[src/rtl/countdown_timer.sv]
// BCD mm:ss cook-time countdown. A rising edge on load captures the keypad preset,
// start/pause pulses run and halt the count, done pulses once when 00:00 is reached.
module countdown_timer #(
  parameter int unsigned CLK_PER_SEC = 50_000_000
) (
  input  logic       clock,
  input  logic       clear_n,
  input  logic       load,
  input  logic [7:0] preset_min,
  input  logic [7:0] preset_sec,
  input  logic       start,
  input  logic       pause,
  output logic [7:0] min_bcd,
  output logic [7:0] sec_bcd,
  output logic       running,
  output logic       zero,
  output logic       done
);

  localparam int unsigned PW = (CLK_PER_SEC > 1) ? $clog2(CLK_PER_SEC) : 1;
  localparam logic [PW-1:0] PreLast = PW'(CLK_PER_SEC - 1);
  localparam logic [PW-1:0] PreOne  = PW'(1);

  typedef enum logic [1:0] {StIdle, StRunning, StPaused, StDone} state_e;

  state_e        state;
  logic [PW-1:0] prescaler;
  logic          load_q;
  logic          load_armed;
  logic          load_rise;
  logic [7:0]    cap_min, cap_sec;
  logic          cap_zero;
  logic [7:0]    dec_min, dec_sec;
  logic          dec_zero;

  function automatic logic [3:0] clamp_nibble(input logic [3:0] n, input logic [3:0] lim);
    return (n > lim) ? lim : n;
  endfunction

  // A level already high when reset releases must not count as a rising edge, so the
  // detector only arms once load has been seen low after reset.
  always_ff @(posedge clock or negedge clear_n) begin
    if (!clear_n) begin
      load_q     <= 1'b0;
      load_armed <= 1'b0;
    end else begin
      load_q <= load;
      if (!load) load_armed <= 1'b1;
    end
  end

  assign load_rise = load & ~load_q & load_armed;

  // Sanitised preset: nibbles above 9 become 9, seconds tens above 5 becomes 5.
  always_comb begin
    cap_min  = {clamp_nibble(preset_min[7:4], 4'd9), clamp_nibble(preset_min[3:0], 4'd9)};
    cap_sec  = {clamp_nibble(preset_sec[7:4], 4'd5), clamp_nibble(preset_sec[3:0], 4'd9)};
    cap_zero = (cap_min == 8'h00) && (cap_sec == 8'h00);
  end

  // One-second BCD decrement with borrow; never evaluated at 00:00 while counting.
  always_comb begin
    dec_min = min_bcd;
    dec_sec = sec_bcd;
    if (sec_bcd[3:0] != 4'd0) begin
      dec_sec[3:0] = sec_bcd[3:0] - 4'd1;
    end else if (sec_bcd[7:4] != 4'd0) begin
      dec_sec = {sec_bcd[7:4] - 4'd1, 4'd9};
    end else begin
      dec_sec = 8'h59;
      if (min_bcd[3:0] != 4'd0) dec_min[3:0] = min_bcd[3:0] - 4'd1;
      else                      dec_min      = {min_bcd[7:4] - 4'd1, 4'd9};
    end
    dec_zero = (dec_min == 8'h00) && (dec_sec == 8'h00);
  end

  // Control FSM with registered time, zero and done outputs. zero always mirrors the
  // stored time, so it doubles as the time==00:00 qualifier for start.
  always_ff @(posedge clock or negedge clear_n) begin
    if (!clear_n) begin
      state     <= StIdle;
      min_bcd   <= 8'h00;
      sec_bcd   <= 8'h00;
      zero      <= 1'b1;
      done      <= 1'b0;
      prescaler <= '0;
    end else begin
      done <= 1'b0;
      unique case (state)
        StIdle: begin
          if (load_rise) begin
            min_bcd <= cap_min;
            sec_bcd <= cap_sec;
            zero    <= cap_zero;
          end else if (start && !zero) begin
            state     <= StRunning;
            prescaler <= '0;
          end
        end
        StRunning: begin
          if (pause) begin
            state <= StPaused;
          end else if (prescaler == PreLast) begin
            prescaler <= '0;
            min_bcd   <= dec_min;
            sec_bcd   <= dec_sec;
            zero      <= dec_zero;
            if (dec_zero) begin
              state <= StDone;
              done  <= 1'b1;
            end
          end else begin
            prescaler <= prescaler + PreOne;
          end
        end
        StPaused: begin
          if (load_rise) begin
            min_bcd <= cap_min;
            sec_bcd <= cap_sec;
            zero    <= cap_zero;
            state   <= StIdle;
          end else if (start && !pause && !zero) begin
            state     <= StRunning;
            prescaler <= '0;
          end
        end
        StDone: begin
          if (load_rise) begin
            min_bcd <= cap_min;
            sec_bcd <= cap_sec;
            zero    <= cap_zero;
            state   <= StIdle;
          end
        end
        default: state <= StIdle;
      endcase
    end
  end

  assign running = (state == StRunning);

endmodule

[config.mk]
export PLATFORM = sky130hd
export DESIGN_NAME = countdown_timer
export DESIGN_NICKNAME = d
export VERILOG_FILES = /design/src/rtl/countdown_timer.sv
export SDC_FILE = /design/constraint.sdc
export NUM_CORES = 1
export LEC_CHECK = 0
export ABC_AREA = 1
export BUFFER_PORTS_ARGS = -buffer_cell sky130_fd_sc_hd__buf_2
export CAP_MARGIN = 30
export CORE_AREA = 2 2 66 93
export DETAILED_ROUTE_END_ITERATION = 7
export DIE_AREA = 0 0 68 95
export PLACE_DENSITY = 0.74
export SLEW_MARGIN = 20
export SYNTH_ARGS = -nofsm -noshare
export SYNTH_HDL_FRONTEND = slang
export SYNTH_SLANG_ARGS = --single-unit
[constraint.sdc]
create_clock -name clock -period 2.2 [get_ports clock]
set_clock_uncertainty 0.2 [all_clocks]
set_input_delay 0.22 -clock clock [delete_from_list [all_inputs] [get_ports clock]]
set_output_delay 0.22 -clock clock [all_outputs]
set_load 0.05 [all_outputs]
==> flow_metrics.py <==
metrics = {
    "run_status": {
        "status": "finished, final reports clean",
    },
    "clock_tree": {
        "cts_tree": "done",
        "cts_root_buf": "clkbuf_8",
        "cts_max_path_buffers": 2,
        "h-tree-depth": 2,
        "cts_made_buffers": 5,
        "path_clk_slew_ns": 0.10,
        "clkSinkCount": 48,
        "insertion_delay_ns": 0.31,
    },
    "floorplan": {
        "die-area_mm2": 0.00646,
        "die_w_um": 68,
        "die_height_um": 95,
        "core_mm2": 0.00570,
        "start_util_pct": 55.5,
        "num_rows": 33,
        "io_pins": 40,
    },
    "synthesis": {
        "synth_compound_area_share_pct": 10.3,
        "synth.distinct_cells": 41,
        "synth_simple_gate_area_share_pct": 38.9,
        "syn_area_per_cell_um2": 7.04,
        "synth-adder-area-share_pct": 0.792,
        "yosys.area_share.xor_xnor_pct": 2.73,
        "yosys_warnings": 0,
        "synth_nets": 472,
        "synth_top_family_by_area": "simple AND/OR/NAND/NOR gates",
        "yosys.area.top_type_share_pct": 37.2,
        "synth_top_area_cell": "dfrtp_1",
        "synthMuxAreaShare_pct": 0,
        "netlist_top_cells_area": "dfrtp_1 (37%), nand2_1 (12%), nor2_1 (7.1%)",
        "synth_seq_cells": 48,
        "synthCells": 449,
        "synthesis.area_mm2": 0.00316,
        "ys_seq_area_share_pct": 38.0,
    },
    "setup_path": {
        "critPathKind": "register to register",
        "crit_slowest_cell": "dfrtp_1",
        "crit_arrival_ns": 2.11,
        "reg2reg_from": "sec_bcd[5]",
        "cp_cell_sequence": "nor2_2 > nand2_2 > nor2_4 > nand2_2 > nand2_1 > nand2_1 > nor2_2 > nand2_1 > nor2_2 > nand3_2 > nand2_2 > nand2_1 > nand2_1 > nand2_1",
        "critPathMostFrequentCell": "nand2_1",
        "startpoint": "sec_bcd[5]",
        "cp_max_fo": 5,
        "reg2reg_depth": 14,
        "worst-r2r-setup-slack_ns": 0.10,
        "crit_path_end_kind": "register",
        "slowest_delay_ns": 0.43,
        "reg2reg_to": "state[0]",
        "cp-endpoint": "state[0]",
        "cp.required_ns": 2.21,
        "startpoint_type": "register",
    },
    "global_route": {
        "grt_pass1_vias": 3279,
        "grt_max_degree": 27,
        "antenna_found_initial": 0,
        "grtUsageTotal_pct": 27.7,
        "grt_pass1_wl_um": 13800,
        "gr-total-overflow": 0,
    },
    "sta": {
        "fin_tns_setup_ns": 0,
        "fin_crit_sh_pct": 95.3,
        "hold_viol_final": 0,
        "setup_violations": 0,
        "slew_violations": 0,
        "tightestPinTransition_ns": 0.568,
        "relSlewSlack_pct": 62.1,
        "period_minus_slack_ns": 2.10,
        "max_freq_mhz": 477,
    },
    "detailed_routing": {
        "antenna_left": 0,
        "via_per_inst": 5.55,
        "wirelength_um": 8400,
        "vias": 3338,
        "first_pass_iters": 5,
        "route.detailed.drc": 0,
        "routedWlPerCell_um": 14.0,
        "drt_iter0_markers": 151,
    },
    "finish": {
        "finalNetCount": 553,
        "drive_gt1_share_pct": 25.8,
        "postLayoutCellArea_mm2": 0.00392,
        "syn2layout_area_growth_pct": 23.9,
        "antennaDiodeCount": 0,
    },
    "pwr": {
        "p_leak_nw": 1.85,
        "ir_drop_uv": 646,
        "power.density_mw_per_mm2": 1190,
    },
    "placed_design": {
        "place.gp.congestion": 1.03,
        "dpl.hpwl_um": 6370,
        "place_area_mm2": 0.00362,
        "portBuffers": 39,
    },
    "hold_path": {
        "min_from": "pause",
        "hold_class": "input port to register",
    },
    "flow_run": {
        "drv_cap": 0,
    },
}
cell families (layout without fill, tap and decap cells):
kind of cell	count (synthesis)	in the layout
simple gates	265	265
buf+inv	68	150
compound gates	57	57
flops	48	48
xor+xnor	9	9
fa+ha+maj	2	2
area by class of cell:
cell class                      count  area (um^2)
Inverter                           57          219
Sequential cell                    48         1210
Multi-Input combinational cell    333         1740
Fill cell                         489         1780
Timing Repair Buffer               85          572
Tap cell                           70         87.6
Clock buffer                        6         82.6
Clock inverter                      2         10.0
power by group:
group | switching, mW | total (mW) | leakage, nW | internal (mW)
clock | 0.302 | 0.553 | 0.0510 | 0.252
sequential | 0.218 | 1.31 | 0.622 | 1.09
combinational | 1.89 | 2.82 | 1.17 | 0.930
how the worst min path moves through the flow:
stage / to / slack, ns / depth (start not counted)
after floorplan: done / -0.28 / 0
after global placement: sec_bcd[3] / 0.04 / 1
after detailed placement: sec_bcd[3] / 0.04 / 1
after CTS: done / 0.04 / 4
after global routing: min_bcd[5] / 0.05 / 4
final: done / 0.04 / 4
cells in the mapped netlist:
library cell and instances:
nand2_1 101, nor2_1 60, inv_1 54, dfrtp_1 47, nand3_1 36, o21ai_0 23
nor3_1 19, nand4_1 17, a21oi_1 14, xor2_1 8, nor4_1 7, a31oi_1 6
nand2_2 6, clkbuf_1 4, nor2_4 4, o22ai_1 4, buf_6 3, nand3b_1 3
nor2_2 3, o211ai_1 3, and3_1 2, buf_2 2, buf_4 2, ha_1 2
nand3_2 2, nor3b_1 2, a211oi_1 1, a21boi_0 1, a22oi_1 1, a2bb2oi_1 1
a32o_1 1, clkinv_1 1, clkinv_4 1, dfstp_2 1, inv_2 1, nand2_4 1
nand2b_1 1, nor3_2 1, o21ai_1 1, o21ai_2 1, xor2_2 1
worst max-delay path: cells and delay by family (launching register included):
family | cells | cell delay (ns)
AND/OR/NAND/NOR | 14 | 1.38
flip-flops | 1 | 0.43
state kept, by name, indices dropped and copies added, names as in the netlist:
| register | count |
|---|---|
| min_bcd | 8 |
| done | 1 |
| load_armed | 1 |
| prescaler | 26 |
| state | 2 |
| zero | 1 |
| load_q | 1 |
| sec_bcd | 8 |
cells in the final DEF (no fill, tap or decap), types with 2 or more instances in the layout:
cell           Yosys  routed
nand3b_1           3       3
o21ai_1            1       2
nand4_1           17      17
buf_4              2      38
o21ai_0           23      22
clkbuf_8           0       6
nand3_1           36      33
inv_1             54      51
inv_2              1       4
xor2_1             8       8
dlygate4sd3_1      0       6
buf_2              2      39
nor4_1             7       7
clkinv_2           0       2
nor2_2             3      12
o22ai_1            4       4
dfrtp_2            0       3
dfrtp_1           47      44
a31oi_1            6       6
nor2_1            60      50
and3_1             2       2
nand3_2            2       5
nor2_4             4       5
nand2_1          101      93
nor3b_1            2       2
a21oi_1           14      14
o211ai_1           3       3
nor3_1            19      19
nand2_2            6      14
stage by stage:
| stage | worst slack, ns | hold WS, ns | instances | util (%) | power, mW |
|---|---|---|---|---|---|
| 4_1_cts | 0.0224 | 0.0395 | 592 | 66.1 | 4.47 |
| 5_1_grt | -0.0551 | 0.0545 | 601 | 68.7 | 5.05 |
| 3_3_place_gp | 0.129 | 0.0353 | 578 | 63.5 | 3.86 |
| 6_report | 0.104 | 0.0427 | 601 | 68.7 | 4.68 |
| 2_1_floorplan | 0.000220 | -0.276 | 449 | - | 3.17 |
| 3_5_place_dp | 0.0655 | 0.0416 | 578 | 63.5 | 3.90 |
what timing repair did:
| item | 4_1_cts | 5_1_grt |
|---|---|---|
| hold buffers | 6 | 0 |
| hold endpoints to repair | 29 | 0 |
| endpoints found under the setup margin | 0 | 26 |
| gates resized for setup | 0 | 31 |
| buffers inserted | 0 | 9 |
routing by layer:
layer  global-route usage (%)  up-vias  wire, um  share of wire [%]
li1                         -     1647         -                  -
met1                     29.0     1572      3150                 37
met2                     52.5       94      4620                 55
met3                     3.34       25       327                3.9
met4                     13.2        0       301                3.6
met5                        0        -         0                  0
Note: power is estimated with default switching activity, not from simulation.
